$ cat config.mk
export PLATFORM = sky130hd
export DESIGN_NAME = controle_vez
export DESIGN_NICKNAME = d
export VERILOG_FILES = /design/src/rtl/controle_vez_pkg.sv /design/src/rtl/controle_vez_contador_timeout.sv /design/src/rtl/controle_vez.sv
export SDC_FILE = /design/constraint.sdc
export NUM_CORES = 1
export LEC_CHECK = 0
export CAP_MARGIN = 40
export CORE_ASPECT_RATIO = 1.2
export CORE_MARGIN = 1
export CORE_UTILIZATION = 40
export CTS_CLUSTER_DIAMETER = 150
export DETAILED_ROUTE_END_ITERATION = 8
export SKIP_LAST_GASP = 1
export SYNTH_ARGS = -nofsm -noshare
export SYNTH_HDL_FRONTEND = slang
export SYNTH_SLANG_ARGS = --single-unit
$ cat constraint.sdc
create_clock -name clock -period 2.2 [get_ports clock]
set_input_delay 0.55 -clock clock [delete_from_list [all_inputs] [get_ports clock]]
set_output_delay 0.55 -clock clock [all_outputs]
set_load 0.01 [all_outputs]
$ cat src/rtl/controle_vez_pkg.sv
// Shared turn-controller constants: state encodings, display codes and the
// state-to-display decoder reused by the player display logic.
package controle_vez_pkg;

  localparam logic [2:0] est_inicial = 3'd0;
  localparam logic [2:0] est_vez_j1  = 3'd1;
  localparam logic [2:0] est_vez_j2  = 3'd2;
  localparam logic [2:0] est_erro    = 3'd3;
  localparam logic [2:0] est_fim     = 3'd4;

  localparam logic [1:0] jog_nenhum = 2'b00;
  localparam logic [1:0] jog_j1     = 2'b01;
  localparam logic [1:0] jog_j2     = 2'b10;
  localparam logic [1:0] jog_erro   = 2'b11;

  typedef struct packed {
    logic [1:0] jogador;
    logic       vez_j1;
    logic       vez_j2;
    logic       em_jogo;
  } saida_t;

  // Counter width for a terminal count, never narrower than one bit
  function automatic int unsigned largura(input int unsigned n);
    return (n > 1) ? $unsigned($clog2(n)) : 1;
  endfunction

  function automatic saida_t decodifica(input logic [2:0] est);
    saida_t s;
    s = '{jogador: jog_nenhum, vez_j1: 1'b0, vez_j2: 1'b0, em_jogo: 1'b0};
    case (est)
      est_vez_j1: s = '{jogador: jog_j1,   vez_j1: 1'b1, vez_j2: 1'b0, em_jogo: 1'b1};
      est_vez_j2: s = '{jogador: jog_j2,   vez_j1: 1'b0, vez_j2: 1'b1, em_jogo: 1'b1};
      est_erro:   s = '{jogador: jog_erro, vez_j1: 1'b0, vez_j2: 1'b0, em_jogo: 1'b1};
      default:    s = '{jogador: jog_nenhum, vez_j1: 1'b0, vez_j2: 1'b0, em_jogo: 1'b0};
    endcase
    return s;
  endfunction

endpackage

$ cat src/rtl/controle_vez_contador_timeout.sv
// Clearable up-counter; fim_c flags the cycle in which the count sits at TERMINAL-1.
module controle_vez_contador_timeout
  import controle_vez_pkg::*;
#(
  parameter int unsigned TERMINAL = 8
) (
  input  logic clock,
  input  logic reset,
  input  logic limpa,
  input  logic conta,
  output logic fim_c
);

  localparam int unsigned W = largura(TERMINAL);

  logic [W-1:0] contagem;

  always_ff @(posedge clock or posedge reset) begin
    if (reset)      contagem <= '0;
    else if (limpa) contagem <= '0;
    else if (conta) contagem <= contagem + W'(1);
  end

  assign fim_c = (contagem == W'(TERMINAL - 1));

endmodule

$ cat src/rtl/controle_vez.sv
// Turn controller for a two-player board game: alternates turns, times out idle
// players, holds an error indication after illegal moves.
module controle_vez
  import controle_vez_pkg::*;
#(
  parameter int unsigned TIMEOUT_CICLOS = 5000,
  parameter int unsigned ERRO_CICLOS    = 1000
) (
  input  logic       clock,
  input  logic       reset,
  input  logic       iniciar,
  input  logic       jogada_valida,
  input  logic       jogada_invalida,
  input  logic       fim_jogo,
  output logic [1:0] jogador,
  output logic       vez_j1,
  output logic       vez_j2,
  output logic       timeout,
  output logic       em_jogo
);

  logic [2:0] estado, prox_estado;
  logic       dono_erro, prox_dono;
  logic       quem_comeca, prox_quem;
  logic       prox_timeout;
  logic       turno_fim, erro_fim;
  logic       limpa_turno, limpa_erro;
  logic       em_vez;
  saida_t     prox_saida;

  controle_vez_contador_timeout #(.TERMINAL(TIMEOUT_CICLOS)) u_turno (
    .clock (clock),
    .reset (reset),
    .limpa (limpa_turno),
    .conta (1'b1),
    .fim_c (turno_fim)
  );

  controle_vez_contador_timeout #(.TERMINAL(ERRO_CICLOS)) u_erro (
    .clock (clock),
    .reset (reset),
    .limpa (limpa_erro),
    .conta (1'b1),
    .fim_c (erro_fim)
  );

  always_ff @(posedge clock or posedge reset) begin
    if (reset) begin
      estado      <= est_inicial;
      dono_erro   <= 1'b0;
      quem_comeca <= 1'b0;
    end else begin
      estado      <= prox_estado;
      dono_erro   <= prox_dono;
      quem_comeca <= prox_quem;
    end
  end

  // Next state; priority fim_jogo > jogada_invalida > jogada_valida > expiry
  always_comb begin
    prox_estado  = estado;
    prox_dono    = dono_erro;
    prox_quem    = quem_comeca;
    prox_timeout = 1'b0;
    em_vez       = (estado == est_vez_j1) || (estado == est_vez_j2);
    case (estado)
      est_inicial, est_fim: begin
        if (iniciar) prox_estado = quem_comeca ? est_vez_j2 : est_vez_j1;
      end
      est_vez_j1, est_vez_j2: begin
        if (fim_jogo) begin
          prox_estado = est_fim;
        end else if (jogada_invalida) begin
          prox_estado = est_erro;
          prox_dono   = (estado == est_vez_j2);
        end else if (jogada_valida) begin
          prox_estado = (estado == est_vez_j1) ? est_vez_j2 : est_vez_j1;
        end else if (turno_fim) begin
          prox_estado  = (estado == est_vez_j1) ? est_vez_j2 : est_vez_j1;
          prox_timeout = 1'b1;
        end
      end
      est_erro: begin
        if (fim_jogo)      prox_estado = est_fim;
        else if (erro_fim) prox_estado = dono_erro ? est_vez_j2 : est_vez_j1;
      end
      default: prox_estado = est_inicial;
    endcase
    if ((prox_estado == est_fim) && (estado != est_fim)) prox_quem = ~quem_comeca;
    // Counters only run while their state persists, so they never wrap
    limpa_turno = (prox_estado != estado) || !em_vez;
    limpa_erro  = (prox_estado != estado) || (estado != est_erro);
    prox_saida  = decodifica(prox_estado);
  end

  always_ff @(posedge clock or posedge reset) begin
    if (reset) begin
      jogador <= jog_nenhum;
      vez_j1  <= 1'b0;
      vez_j2  <= 1'b0;
      timeout <= 1'b0;
      em_jogo <= 1'b0;
    end else begin
      jogador <= prox_saida.jogador;
      vez_j1  <= prox_saida.vez_j1;
      vez_j2  <= prox_saida.vez_j2;
      timeout <= prox_timeout;
      em_jogo <= prox_saida.em_jogo;
    end
  end

endmodule

# Yosys cells after proc, flatten, opt, wreduce, memory -nomap -nowiden
# Cells that the tools add are included.
# classes
n_mux	19
reduce_logical	9
eq_ne	13
n_addsub	2
bitwise_logic	2
# op_table
op	count
3-bit 2-to-1 mux	7
5-bit case mux with 3 select lines	1
13-bit by 1-bit adder with 13-bit output, second input constant	1
13-bit equality test, second input constant	1
13-bit 2-to-1 mux	1
3-bit by 2-bit equality test with 1-bit output, second input constant	4
10-bit by 1-bit adder with 10-bit output, second input constant	1
10-bit equality test, second input constant	1
10-bit 2-to-1 mux	1
3-bit case mux with 3 select lines	1
3-bit by 1-bit equality test with 1-bit output, second input constant	2
3-bit equality test, second input constant	2
2-bit 2-to-1 mux	3
1-bit 2-to-1 mux	5
2-bit OR reduction	2
3-bit logical NOT	1
1-bit logical OR	3
3-bit by 2-bit != test with 1-bit output, second input constant	1
3-bit != test	1
3-bit != test, second input constant	1
3-bit AND reduction	1
1-bit NOT	2
1-bit logical AND	1
1-bit logical NOT	1
# totals
ff_bits	34
output_inout_bits	6
elab_cells	55
in_bits	6

# Depth between registers and ports, before layout
# Gate-level depths: netlist (run 1).
# depth
word_depth	10
ltp_mapped	8
ltp_nobuf	7

# Hierarchy
# Synthesis (run 1) repeated with hierarchy kept, for this count alone.
# unflattened
hier_cells	173
hier_area_um2	1795.5
# modules_own_cells
module	instances	area_per_inst_um2	seq_area_each_um2	cells_per_inst
controle_vez_contador_timeout (u_turno)	1	728.2	325.3	74
controle_vez	1	549.3	275.3	47
controle_vez_contador_timeout (u_erro)	1	518.0	250.2	52

# Worst setup path before layout (run 1)
# OpenSTA, ideal clock, no wires.
# synth_path
path_type	flip-flop to flip-flop
start	reg u_turno.contagem[0]
end	reg em_jogo
period_less_slack_ns	2.001
path_slack_ns	0.199
arrival_ns	1.877
required_ns	2.076
setup_time_ns	0.124
path_buffers	0
stages_incl_launch_ff	8
path_cell_list	dfrtp_1 ha_1 and4bb_1 a31oi_1 mux2_2 nor2_1 o221ai_2 or2_1
# synth_lines
item	line_no	text
start, declared	controle_vez_contador_timeout.sv:16	logic [W-1:0] contagem;
start signal, assigned	controle_vez_contador_timeout.sv:21	else if (conta) contagem <= contagem + W'(1);
end signal, assigned	controle_vez.sv:108	em_jogo <= prox_saida.em_jogo;
end, declared	controle_vez.sv:19	output logic em_jogo

==> results of run 1 <==
## through the flow
step | worst slack (ns) | std cells
after floorplan | 0.199 | 154
after global placement | -0.0555 | 229
after detailed placement | -0.0593 | 229
after CTS | 0.0789 | 235
final | 0.138 | 235
after global routing | 0.0303 | 235
## flip-flops by register name, indices dropped and copies added, names as in the netlist
signal            count
u_turno.contagem     13
dono_erro             1
timeout               1
vez_j2                1
quem_comeca           1
vez_j1                1
em_jogo               1
estado                3
jogador               2
u_erro.contagem      10
## synth_stat cells (all sizes together) (2+ instances only)
library cell / count
nand2b: 3
xor2: 14
nand3: 10
nand4: 5
nor2: 28
and3: 10
nor2b: 5
nand2: 5
ha: 2
and2: 2
o221ai: 2
nor3b: 2
mux2: 2
xnor2: 6
inv: 4
a31oi: 2
o211ai: 3
dfrtp: 34
## worst max path at each step
stage / startpoint / endpoint / slack (ns) / cells past startpoint
after global routing: u_turno.contagem[0] / em_jogo / 0.03 / 7
after CTS: u_turno.contagem[0] / em_jogo / 0.08 / 7
final: u_turno.contagem[0] / em_jogo / 0.14 / 7
after detailed placement: jogada_valida / em_jogo / -0.06 / 6
after global placement: fim_jogo / u_turno.contagem[2] / -0.06 / 7
after floorplan: u_turno.contagem[0] / em_jogo / 0.20 / 7
## cell type report
type	instances	area [µm²]	area share, %
inverter	4	15.0	0.743
clock buffer	6	82.6	4.09
multi-input combinational	115	812	40.2
sequential	34	851	42.1
timing repair buffer	22	193	9.54
tap	54	67.6	3.34
## repair_timing
item,4_1_cts,5_1_grt
endpoints found under the hold margin,0,0
setup endpoints to repair,0,1
resized for setup,0,1
## per-layer routing
metal,global-route usage [%],wire length [µm],vias up
li1,-,-,590
met1,20.6,1430,592
met2,25.7,1450,18
met3,4.75,95,10
met4,8.40,82,0
met5,0,0,-
## cells by family after synthesis
| logic type | after synthesis |
|---|---|
| flip-flops | 34 |
| AO/OA/AOI/OAI | 14 |
| adder cells (fa/ha/maj) | 2 |
| buffers and inverters | 5 |
| multiplexers | 2 |
| AND/OR/NAND/NOR | 77 |
| XOR/XNOR | 20 |
## report_power, final
group | total, mW | switching [mW] | internal [mW]
combinational | 0.486 | 0.237 | 0.249
sequential | 0.778 | 0.0726 | 0.705
clock | 0.441 | 0.200 | 0.241
## worst reg2reg max path, delay by kind of cell (launching register included)
kind	cells	cell delay (ns)
AOI/OAI and AO/OA	2	0.36
adders and majority gates	1	0.23
DFF	1	0.41
muxes	1	0.37
and+or+nand+nor	3	0.58
==> flow_summary.toml, run 1 <==
[outcome]
outcome = "complete, no violations"

[timing]
final-hold-violation-count = 0
final.setup_skew_ns = 0.00235
fin_setup_tns_ns = 0
hold-worst-slack_ns = 0.487
grt_setup_unrepaired = "false"
fmaxAchievable_mhz = 485
fin_crit_sh_pct = 93.7
slew_headroom_pct = 71.5
final_critical_path_time_including_i_o_delays_and_setup_ns = 2.06
setup_viol = 0
slew_viol_final = 0
timing_worst_slew_pin_value_ns = 0.427

[power_and_ir_drop]
irDropWorstVdd_v = 0.000396
power.static_leakage_nw = 0.873
power_mw = 1.70
power_per_cell_area_nw_per_um2 = 843

[setup_path]
path_cells = "ha_1, and4bb_1, a31oi_1, mux2_2, nor2_2, o221ai_2, or2_1"
worst-path-max-fanout = 4
max_stage_delay_ns = 0.41
critical_path.startpoint_type = "flop"
setup.reg_to_reg.worst_slack_ns = 0.14
criticalPathCategory = "flop to flop"
largest_delay_share_family_worst_path = "simple AND/OR/NAND/NOR gates"
critical_path.endpoint_type = "flop"
worst-endpoint-arrival_ns = 2.22
worstPathBufferInverterCount = 0
r2r_end = "em_jogo"
worst-r2r-cell-count = 7
rr_startpoint = "u_turno.contagem[0]"
critical-path-slowest-cell = "dfrtp_1"
cp_data_required_time_ns = 2.36

[clocking]
cts_post_setup_buffers_inserted = 0
number_of_clock_buffers_inserted_by_tritoncts = 5
cts_root_buf = "clkbuf_8"
ctsLongestPathBuffers = 2
clk_transition_reported_paths_ns = 0.06
numClockSinks = 34
cts-hold-fix-buffers = 0
worstSkewPairLatency_ns = 0.28
tritoncts = "yes"
ctsHtreeMaxLevel = 2

[floorplan]
floorplan.die_area_um2 = 4500
die_width_um = 61.4
start_util_pct = 42.3
die-height_um = 73.3
number_of_top_level_pins = 12
placement_rows = 25
core-area_um2 = 4000

[global_route]
track_usage_pct = 16.5
grt_first_pass_wirelength_um = 5470
grt_pass1_vias = 1247
largest_net_degree_at_the_start_of_global_routing = 35
antenna_violations_before_repair = 0
global_route.overflow_total = 0

[logic_synthesis]
synth_top_area_share_pct = 50.2
yosys_warnings = 0
dominant_combinational_cell_family_by_area_after_synthesis = "simple AND/OR/NAND/NOR gates"
synth.yosys.seq_area_share_pct = 50.2
number_of_enable_flip_flop_cells_after_synthesis = 0
synth-adder-area-share_pct = 1.48
asyncSetResetFlopFracSynth_pct = 100
xor_and_xnor_fraction_of_the_mapped_netlist_area_pct = 10.3
muxShareOfSynthArea_pct = 1.55
synth.net_count = 162
mappedNetlistArea_um2 = 1700
yosys_most_used_dff = "dfrtp_1"
postSynthRegisterBits = 34
yosys.area_share.simple_pct = 26.5
yosys.area.top_type = "dfrtp_1"
synth_compound_area_share_pct = 7.90
synthesis.instances = 154
synth.lib_cells_used.distinct = 38
postSynthAreaPerCell_um2 = 11.0
synth.top_cells.by_area = "dfrtp_1 50%, xor2_1 7.2%, nor2_1 4.2%"

[min_path]
timing.hold.worst_path_depth = 1
hold_path.startpoint = "u_turno.contagem[0]"
hold_path.class = "flop to flop"
whs_endpoint = "u_turno.contagem[0]"

[job]
drv.max_cap_violation_count = 0

[final_layout]
fillerInstances = 395
layout-area-overhead-vs-synth_pct = 19.2
layout_commonest_cell = "dfrtp_1"
drive_gt1_share_pct = 19.9
fin_util_pct = 50.5
final_net_count = 190
mostFrequentLayoutCells = "34 x dfrtp_1, 18 x nor2_1, 14 x xor2_1"
cell_area_after_layout_um2 = 2020
insertedDiodeCount = 0

[placement]
post_dp_cell_area_um2 = 1940
final_gp_congestion = 0.829
dpl.hpwl_um = 2290
buffer_ports.inserted = 11

[route]
drt-total-wl_um = 3050
number_of_vias_per_cell = 5.15
drt_pass1_iterations = 5
wl_per_cell_um = 13.0
detailroute.via_count = 1210
remaining_drc_errors = 0
antenna_left = 0
detailedRoute.firstIterationViolations = 46
(Power assumes the default switching activity.)
==> run 2: changes to the inputs <==
--- a/config.mk
+++ b/config.mk
@@ -6,12 +6,14 @@
 export NUM_CORES = 1
 export LEC_CHECK = 0
 export CAP_MARGIN = 40
+export CELL_PAD_IN_SITES_DETAIL_PLACEMENT = 0
+export CELL_PAD_IN_SITES_GLOBAL_PLACEMENT = 2
 export CORE_ASPECT_RATIO = 1.2
 export CORE_MARGIN = 1
-export CORE_UTILIZATION = 40
+export CORE_UTILIZATION = 38
 export CTS_CLUSTER_DIAMETER = 150
 export DETAILED_ROUTE_END_ITERATION = 8
-export SKIP_LAST_GASP = 1
+export PLACE_DENSITY_LB_ADDON = 0.1
 export SYNTH_ARGS = -nofsm -noshare
 export SYNTH_HDL_FRONTEND = slang
 export SYNTH_SLANG_ARGS = --single-unit
==> flow_summary.toml, run 2 (synthesized netlist as in run 1, its figures left out) <==
[global_route]
grt_first_pass_wirelength_um = 5350
track_usage_pct = 15.4
antenna_violations_before_repair = 0
largest_net_degree_at_the_start_of_global_routing = 35
global_route.overflow_total = 0
grt_pass1_vias = 1180

[timing]
slew_headroom_pct = 71.5
grt_setup_unrepaired = "false"
fmaxAchievable_mhz = 491
timing_worst_slew_pin_value_ns = 0.427
slew_viol_final = 0
final_critical_path_time_including_i_o_delays_and_setup_ns = 2.04
fin_crit_sh_pct = 92.6
setup_viol = 0
final-hold-violation-count = 0
setup_slack_after_layout_ns = 0.162
final.setup_skew_ns = 0.00845

[setup_path]
largest_delay_share_family_worst_path = "simple AND/OR/NAND/NOR gates"
cp_data_required_time_ns = 2.37
criticalPathCategory = "flop to flop"
critical-path-slowest-cell = "dfrtp_1"
worst-path-max-fanout = 4
setup.reg_to_reg.worst_slack_ns = 0.16
critical_path.startpoint_type = "flop"
worstPathBufferInverterCount = 0
worst-r2r-cell-count = 7
path_cells = "ha_1, and4bb_1, a31oi_2, mux2_2, nor2_2, o221ai_2, or2_1"
rr_startpoint = "u_turno.contagem[0]"
worst-endpoint-arrival_ns = 2.20
r2r_end = "em_jogo"
timing.critical_path.depth = 7
cp-startpoint = "u_turno.contagem[0]"
setup.worst_path.end = "em_jogo"
critical_path.endpoint_type = "flop"
max_stage_delay_ns = 0.41

[floorplan]
start_util_pct = 39.8
floorplan.die_area_um2 = 4730
number_of_top_level_pins = 12
core-area_um2 = 4260
placement_rows = 26
die-height_um = 75.2
die_width_um = 63.0

[placement]
dpl.hpwl_um = 2350
buffer_ports.inserted = 11
dp_worst_setup_slack_ns = -0.0837
final_gp_congestion = 0.876

[power_and_ir_drop]
sequentialPowerShare_pct = 44.9
power_switching_uw = 525
power_mw = 1.70
power.static_leakage_nw = 0.885
switching_power_as_a_share_of_total_power_pct = 30.8
power.combinational.fraction_pct = 29.9
power_per_cell_area_nw_per_um2 = 835
irDropWorstVdd_v = 0.000353
internal_power_mw = 1.18
power.clock.fraction_pct = 25.2

[clocking]
numClockSinks = 34
worstSkewPairLatency_ns = 0.29
cts_post_setup_buffers_inserted = 0
number_of_clock_buffers_inserted_by_tritoncts = 5
cts_root_buf = "clkbuf_8"
tritoncts = "yes"
ctsHtreeMaxLevel = 2
clk_transition_reported_paths_ns = 0.06
ctsLongestPathBuffers = 2

[final_layout]
mostFrequentLayoutCells = "34 x dfrtp_1, 18 x nor2_1, 14 x xor2_1"
drive_gt1_share_pct = 21.7
reg_top3 = "u_turno.contagem (13), u_erro.contagem (10), estado (3)"
max_flop_register = "u_turno.contagem"
layout-area-overhead-vs-synth_pct = 20.4
insertedDiodeCount = 0
final_net_count = 192
layout_commonest_cell = "dfrtp_1"
max_reg_flops = 13

[route]
antenna_left = 0
remaining_drc_errors = 0
number_of_vias_per_cell = 4.96
detailroute.via_count = 1191
drt_pass1_iterations = 4
drt-total-wl_um = 3180
wl_per_cell_um = 13.3
detailedRoute.firstIterationViolations = 46

[job]
drv.max_cap_violation_count = 0

[outcome]
outcome = "complete, no violations"

[min_path]
hold_path.class = "flop to flop"
run 2: layout make-up:
class / instances / area, µm²
Sequential cell: 34 / 851
Inverter: 4 / 15.0
Multi-Input combinational cell: 115 / 818
Timing Repair Buffer: 24 / 208
Fill cell: 410 / 2220
Tap cell: 56 / 70.1
Clock inverter: 2 / 10.0
Clock buffer: 5 / 68.8
run 2: worst min path at each step:
stage,startpoint,depth (start not counted),end
after floorplan,u_turno.contagem[0],1,u_turno.contagem[0]
after global placement,u_turno.contagem[0],1,u_turno.contagem[0]
after detailed placement,u_turno.contagem[0],1,u_turno.contagem[0]
after CTS,u_turno.contagem[0],1,u_turno.contagem[0]
after global routing,u_turno.contagem[0],1,u_turno.contagem[0]
final,u_turno.contagem[0],1,u_turno.contagem[0]
run 2: repair_timing:
item | in CTS | in global routing
setup endpoints to repair | 0 | 1
hold buffers | 0 | 0
resized for setup | 0 | 2
run 2: per-stage QoR:
| step | cells | utilization [%] | cell area [µm²] | TNS, ns | hold slack [ns] |
|---|---|---|---|---|---|
| finish | 240 | 47.9 | 2040 | 0 | 0.498 |
| global placement | 233 | 45.8 | 1950 | -0.440 | 0.476 |
| detailed placement | 233 | 45.8 | 1950 | -0.637 | 0.501 |
| global route | 240 | 47.9 | 2040 | 0 | 0.528 |
| CTS | 240 | 47.7 | 2030 | 0 | 0.510 |
| floorplan | 154 | - | 1700 | 0 | 0.443 |
run 2: worst reg2reg max path, delay by kind of cell (launching register included):
family | cells | cell delay [ns]
simple gates | 3 | 0.59
flops | 1 | 0.41
mux | 1 | 0.37
compound gates | 2 | 0.34
fa+ha+maj | 1 | 0.22
run 2: power groups by stage:
stage | Combinational [mW] | Clock [mW] | Sequential (mW)
2_1_floorplan | 0.285 | 0 | 0.789
3_3_place_gp | 0.510 | 0 | 0.778
3_5_place_dp | 0.514 | 0 | 0.776
4_1_cts | 0.513 | 0.449 | 0.766
5_1_grt | 0.560 | 0.472 | 0.776
6_report | 0.509 | 0.429 | 0.765
run 2: metal layers:
metal / up-vias / track usage, % / part of all wire, %
met1: 576 / 17.0 / 43
li1: 595 / - / -
met5: - / 0 / 0
met3: 5 / 5.00 / 2.5
met4: 0 / 7.75 / 2.0
met2: 15 / 26.8 / 52
